[src/rtl/pattern_detector_automate.sv]
// pattern_detector_automate
//   Sequence-detecting automaton. Watches a stream of DATA_WIDTH-bit symbols
//   and flags every occurrence of PATTERN (SEQ_LEN symbols, symbol 0 first,
//   symbol k at bits [k*DATA_WIDTH +: DATA_WIDTH]). Supports Mealy or
//   registered Moore output, overlapping or restart-after-match detection,
//   and a saturating match counter.
//
// Ports
//   clk          system clock, all state on the rising edge
//   reset        synchronous, active-high
//   a            incoming symbol
//   a_valid      symbol on a is consumed this cycle
//   clear_count  synchronous clear of match_count (a same-cycle hit counts as 1)
//   match        pattern-complete flag (same cycle if MEALY=1, next cycle if 0)
//   state        number of pattern symbols currently matched (0..SEQ_LEN-1)
//   match_count  saturating number of matches since reset/clear
module pattern_detector_automate #(
   parameter int unsigned DATA_WIDTH  = 2,
   parameter int unsigned SEQ_LEN     = 4,
   parameter logic [SEQ_LEN*DATA_WIDTH-1:0] PATTERN = {2'b11, 2'b10, 2'b01, 2'b00},
   parameter bit          MEALY       = 1'b1,
   parameter bit          OVERLAP     = 1'b1,
   parameter int unsigned COUNT_WIDTH = 8
) (
   input  logic                       clk,
   input  logic                       reset,
   input  logic [DATA_WIDTH-1:0]      a,
   input  logic                       a_valid,
   input  logic                       clear_count,
   output logic                       match,
   output logic [$clog2(SEQ_LEN)-1:0] state,
   output logic [COUNT_WIDTH-1:0]     match_count
);

   localparam int unsigned SW    = $clog2(SEQ_LEN);
   localparam int unsigned NSYM  = 1 << DATA_WIDTH;
   localparam int unsigned TBL_W = SEQ_LEN * NSYM * SW;

   // Full transition table, entry (s, c) at index s*NSYM + c: the longest
   // pattern prefix that is a suffix of (prefix[0..s-1], c). The length is
   // capped at SEQ_LEN-1, so the completing entry already holds the failure
   // value of the whole pattern, which is the overlapping-restart state.
   function automatic logic [TBL_W-1:0] build_next();
      logic [TBL_W-1:0]      tbl;
      logic [DATA_WIDTH-1:0] tj;
      int unsigned           best;
      int unsigned           kmax;
      int unsigned           idx;
      logic                  ok;
      tbl = '0;
      for (int unsigned s = 0; s < SEQ_LEN; s++) begin
         for (int unsigned c = 0; c < NSYM; c++) begin
            best = 0;
            kmax = (s + 1 < SEQ_LEN) ? s + 1 : SEQ_LEN - 1;
            for (int unsigned k = 1; k <= kmax; k++) begin
               ok = 1'b1;
               for (int unsigned j = 0; j < k; j++) begin
                  idx = s + 1 - k + j;
                  tj  = (idx < s) ? PATTERN[idx*DATA_WIDTH +: DATA_WIDTH]
                                  : DATA_WIDTH'(c);
                  if (tj != PATTERN[j*DATA_WIDTH +: DATA_WIDTH]) ok = 1'b0;
               end
               if (ok) best = k;
            end
            tbl[(s*NSYM + c)*SW +: SW] = SW'(best);
         end
      end
      return tbl;
   endfunction

   localparam logic [TBL_W-1:0] NXT = build_next();

   logic [SW-1:0]            s_q, s_d, s_tbl;
   logic [SW+DATA_WIDTH-1:0] tbl_idx;
   logic                     hit;
   logic                     match_q;
   logic [COUNT_WIDTH-1:0]   count_q;

   assign tbl_idx = {s_q, a};
   assign s_tbl   = NXT[tbl_idx*SW +: SW];

   always_comb begin
      s_d = s_q;
      hit = a_valid && (s_q == SW'(SEQ_LEN-1)) &&
            (a == PATTERN[(SEQ_LEN-1)*DATA_WIDTH +: DATA_WIDTH]);
      if (a_valid) begin
         if (hit && !OVERLAP) s_d = '0;
         else                 s_d = s_tbl;
      end
   end

   always_ff @(posedge clk) begin
      if (reset) s_q <= '0;
      else       s_q <= s_d;
   end

   always_ff @(posedge clk) begin
      if (reset) match_q <= 1'b0;
      else       match_q <= hit;
   end

   always_ff @(posedge clk) begin
      if (reset)                        count_q <= '0;
      else if (clear_count)             count_q <= hit ? COUNT_WIDTH'(1) : '0;
      else if (hit && (count_q != '1))  count_q <= count_q + COUNT_WIDTH'(1);
   end

   assign match       = MEALY ? hit : match_q;
   assign state       = s_q;
   assign match_count = count_q;

endmodule

[config.mk]
export PLATFORM = sky130hd
export DESIGN_NAME = pattern_detector_automate
export DESIGN_NICKNAME = d
export VERILOG_FILES = /design/src/rtl/pattern_detector_automate.sv
export SDC_FILE = /design/constraint.sdc
export NUM_CORES = 1
export LEC_CHECK = 0
export CAP_MARGIN = 10
export CORE_AREA = 2 2 43 45
export DETAILED_ROUTE_END_ITERATION = 8
export DIE_AREA = 0 0 45 47
export DONT_BUFFER_PORTS = 1
export PLACE_DENSITY = 0.52
export SYNTH_ARGS = -nofsm -noshare
export SYNTH_HDL_FRONTEND = slang
export SYNTH_SLANG_ARGS = --single-unit
[constraint.sdc]
create_clock -name clk -period 2.1 [get_ports clk]
set_input_delay 0.42 -clock clk [delete_from_list [all_inputs] [get_ports clk]]
set_output_delay 0.42 -clock clk [all_outputs]
set_load 0.01 [all_outputs]
==> run summary, run 1 <==
Most frequent cells in the layout -> dfxtp_1 (10), nand2_1 (6), a21oi_1 (5), inv_1 (4), o21ai_0 (4)
First-pass GRT wire length -> 2200 um
Synth area leader -> dfxtp_1
Fin crit period -> 1.62 ns
Yosys warns -> 0
RSZ-0062 raised after global routing -> false
Worst hold path type -> in -> reg
Largest net degree at the start of global routing -> 10
Final Skew -> 0.00116 ns
Hold_buf cts -> 0
Post-Syn Nets -> 73
Initial Util -> 33.3%
R2R depth -> 5
Max frequency -> 618 MHz
Hold path endpoint -> match_count[0]
DRC viols -> 0
Worst hold path cell count -> 1
Critical Path Fanout Max -> 6
Max rail drop VDD -> 0.194 mV
Die width -> 45 um
Vias per cell -> 6.21
Element type at the critical path end -> output port
Reg2reg setup slack -> 0.56 ns
CTS Root Cell -> clkbuf_4
Wirelength, routed -> 1310 um
Final setup vio count -> 0
Layout overhead on the synthesized area -> 7.95%
CTS HTree Levels -> 1
Synthesized cell area -> 551 um2
Vias -> 534
Number of global-route vias before repair -> 498
Post-CTS Setup Inserts -> 0
Antenna Nets Post-Route -> 0
Post-layout nets -> 78
Final Hold Fails -> 0
Gate count after technology mapping -> 66
Half-perimeter wire length after placement -> 983 um
Remaining Overflow, GRT -> 0
Setup TNS -> 0 ns
Clock latency on the worst-skew pair -> 0.26 ns
Avg Cell Area, Syn -> 8.34 um2
Hold_ws -> 0.221 ns
Fraction of registers with async set/reset -> 0%
Hold path start -> reset
Distinct cells, synth -> 30
DR pass1 iterations -> 4
Max Cap Viol -> 0
GP Congestion -> 0.774
Pleak -> 0.000215 uW
Slew HR -> 75.5%
Tot Pwr -> 331 uW
WS Path Type -> reg -> out
Top cell type's share of synthesized area -> 36.4%
FF-to-FF End -> match_count[0]
CTS tree -> built
Worst slew pin tran -> 0.366 ns
CTS Buffer Depth -> 2
PortBufs -> 0
Register area share after synthesis -> 36.4%
Site row count -> 15
PD cells -> 557 nW/um2
Core area -> 1650 um2
Crit share post-route -> 77.1%
Clk slew on worst S/H paths -> 0.06 ns
Antenna Cells -> 0
1st-iter DRT viols -> 17
Worst EP required -> 1.68 ns
I/O pin cnt -> 17
Top FF cell, synth -> dfxtp_1
Gr usage total -> 14.6%
Type of origin of the critical path -> flip-flop
Most common cell after layout, fill and taps aside -> dfxtp_1
CTS sink cnt -> 10
Area of the die -> 2120 um2
Top cells by area, synth -> dfxtp_1 (36%), a21oi_1 (4.5%), nand2_1 (4.1%)
Worst Path Arrival -> 1.20 ns
Die span in y -> 47 um
Post-synth EDFFs -> 0
Run status -> completed
Wirelength per Cell -> 15.2 um
Fraction of layout cells with a size suffix above 1 -> 10.1%
Initial antenna violation count -> 0
Max Slew Vio Count -> 0
PostCTS Resize Cnt -> 0
Synth Register Bits -> 10
FF-to-FF Start -> match_count[0]
Num CTS Buffers -> 3
==> synth_stat cells, types with 2 or more instances <==
master    instances
a211oi_1          2
a21oi_1           5
a31oi_1           2
and3_1            2
dfxtp_1          10
inv_1             4
mux2i_1           2
nand2_1           6
nand3_1           3
nand3_2           2
nand4_1           2
nor2_1            3
nor3_1            3
o21ai_0           4
==> worst max-delay path by stage <==
stage | startpoint | end | slack, ns | depth (start not counted)
CTS | state[0] | match | 0.46 | 3
global placement | match_count[1] | match_count[6] | 0.69 | 5
finish | state[0] | match | 0.48 | 3
detailed placement | match_count[0] | match_count[0] | 0.64 | 5
global route | state[0] | match | 0.36 | 3
floorplan | match_count[0] | match_count[6] | 0.81 | 5
==> kinds of logic after synthesis <==
logic type,count (synthesis),synth area share [%]
compound gates,18,20.7
fa+ha+maj,1,2.27
buf+inv,4,2.73
flops,10,36.4
mux,2,3.64
simple gates,31,34.3
==> final cells by class <==
cell class | instances | area (um2)
sequential | 10 | 200
multi-input combinational | 52 | 335
tap | 17 | 21.3
fill | 187 | 1060
clock buffer | 3 | 22.5
inverter | 4 | 15.0
==> worst max-delay path: stages (launching register included) <==
cell,delay [ns]
dfxtp_1,0.46
and3_1,0.24
nand2_1,0.10
inv_1,0.15
==> report_power, final <==
group	internal (uW)	leakage, uW	switching (uW)
clock network	66.1	0.0000138	62.7
registers	191	0.0000806	1.85
logic	4.64	0.000120	4.98
==> per-stage QoR <==
step                setup WS (ns)  util (%)  area (um2)  instances
floorplan                   0.808         -         551         66
finish                      0.482      36.0         594         86
detailed placement          0.637      34.6         572         83
global route                0.362      36.0         594         86
CTS                         0.459      36.0         594         86
global placement            0.687      34.6         572         83
==> flip-flops by register name, indices dropped and copies added (netlist names) <==
register and cells:
state 2, match_count 8
==> routing by layer <==
| metal | vias to the layer above | GRT usage (%) | wire, um |
|---|---|---|---|
| met5 | - | 0 | 0 |
| li1 | 259 | - | - |
| met1 | 249 | 17.8 | 593 |
| met2 | 24 | 20.9 | 588 |
| met3 | 2 | 8.46 | 112 |
| met4 | 0 | 6.47 | 11 |
Note: power is estimated with default switching activity, not from simulation.
==> inputs of run 2 (changes only) <==
- PLACE_DENSITY: 0.52 -> 0.54
- clock period: 2.1 -> 1.4 ns (I/O delays scaled with it)
==> run 2 against run 1 <==
  * Critical path depth did not move
  * Die area did not move
  * Setup slack got worse by 0.38 ns
  * Largest cell class unchanged
  * Flip-flop and latch count did not move
  * Clock skew barely moved
  * Largest power group unchanged
  * Via count rose by 3.2%
  * Register-to-register slack got worse by 0.42 ns
  * Global-route usage fell by 0.26 points
  * Hold slack got worse by 0.15 ns
==> run summary, run 2 (same netlist as run 1, synthesis figures left out) <==
Max rail drop VDD -> 0.322 mV
1st-iter DRT viols -> 3
Max frequency -> 768 MHz
Final setup vio count -> 0
GP Congestion -> 0.724
Final cell area excluding filler cells -> 684 um2
Most common cell after layout, fill and taps aside -> buf_4
DR pass1 iterations -> 2
CTS sink cnt -> 10
Max Slew Vio Count -> 0
Crit share post-route -> 93.0%
Run status -> completed
Vias per cell -> 5.68
Wirelength per Cell -> 14.0 um
Initial antenna violation count -> 0
Number of global-route vias before repair -> 478
Worst Path Arrival -> 1.02 ns
Critical Path Fanout Max -> 3
Final Skew -> 0.00106 ns
Worst hold path type -> in -> reg
Clk slew on worst S/H paths -> 0.06 ns
PD cells -> 737 nW/um2
Layout overhead on the synthesized area -> 24.3%
I/O pin cnt -> 17
Number of flip-flops in the largest register -> 8
CTS Root Cell -> clkbuf_4
CTS Buffer Depth -> 2
Slew HR -> 78.7%
Die span in y -> 47 um
Element type at the critical path end -> output port
RSZ-0062 raised after global routing -> false
CTS HTree Levels -> 1
Cell Area, Placed -> 654 um2
Post-layout nets -> 89
Largest net degree at the start of global routing -> 7
Antenna Nets Post-Route -> 0
Clock latency on the worst-skew pair -> 0.26 ns
Fillers -> 180
Die width -> 45 um
Final Hold Fails -> 0
Most frequent cells in the layout -> buf_4 (11), dfxtp_1 (10), nand2_1 (6), a21oi_1 (5), o21ai_0 (4)
CP top delay family -> flip-flops
Core area -> 1650 um2
Half-perimeter wire length after placement -> 1020 um
Max Cap Viol -> 0
Site row count -> 15
Pleak -> 0.000269 uW
Initial Util -> 33.3%
Worst slew pin tran -> 0.316 ns
Buffer and inverter count on the worst path -> 1
Wirelength, routed -> 1360 um
DRC viols -> 0
Area of the die -> 2120 um2
Hold_buf cts -> 0
First-pass GRT wire length -> 2040 um
CP Cell Sequence -> and3_1 > nand2_1 > inv_2
Vias -> 551
Worst EP required -> 1.12 ns
Critical-path top delay cell -> dfxtp_1
Antenna Cells -> 0
Num CTS Buffers -> 3
WS Path Type -> reg -> out
PortBufs -> 0
Setup TNS -> 0 ns
Remaining Overflow, GRT -> 0
Gr usage total -> 14.3%
Hold_ws -> 0.0755 ns
Type of origin of the critical path -> flip-flop
Worst path max stage delay -> 0.36 ns
Fraction of layout cells with a size suffix above 1 -> 26.3%
Fin crit period -> 1.30 ns
CTS tree -> built
run 2: where the power goes:
part	internal (uW)	total [uW]	switching [uW]	leakage [uW]
combinational	8.65	18.4	9.70	0.000174
clock	99.4	199	99.5	0.0000138
sequential	286	287	1.11	0.0000806
total	394	504	110	0.000269
run 2: cell type report:
cell class | count | area [um2] | share of cell area, %
Timing Repair Buffer | 11 | 82.6 | 12.1
Clock buffer | 3 | 22.5 | 3.29
Tap cell | 17 | 21.3 | 3.11
Multi-Input combinational cell | 52 | 343 | 50.1
Sequential cell | 10 | 200 | 29.3
Inverter | 4 | 15.0 | 2.19
run 2: routing by layer:
metal,up-vias,routed length [um],GRT usage (%)
li1,282,-,-
met1,251,609,15.4
met2,14,637,22.6
met3,4,68,5.00
met4,0,44,12.4
met5,-,0,0
run 2: timing repair:
item                                    4_1_cts  5_1_grt
endpoints found under the setup margin        0        5
resized for setup                             0        3
endpoints found under the hold margin         0        0
setup buffers                                 0        0
run 2: metrics by stage:
stage / power, uW / setup WS, ns / util [%] / instances
after floorplan: 307 / 0.108 / - / 66
after global placement: 312 / 0.0700 / 39.6 / 94
after detailed placement: 312 / 0.0627 / 39.6 / 94
after CTS: 512 / 0.0353 / 41.0 / 97
after global routing: 534 / 0.0159 / 41.4 / 97
final: 504 / 0.0984 / 41.4 / 97
run 2: worst paths after layout:
| path | from | to | slack (ns) | depth (start not counted) |
|---|---|---|---|---|
| min | reset | match_count[0] | 0.08 | 1 |
| max reg2reg | match_count[0] | match_count[6] | 0.14 | 5 |
| max | state[0] | match | 0.1 | 3 |
| min reg2reg | match_count[3] | match_count[5] | 0.57 | 2 |
run 2: worst reg2reg max path, cell delays in order (launching register included):
cell and delay, ns:
dfxtp_1 0.35, ha_2 0.25, nand2_1 0.07, nor4_1 0.25, a31oi_1 0.13, o21a_1 0.11
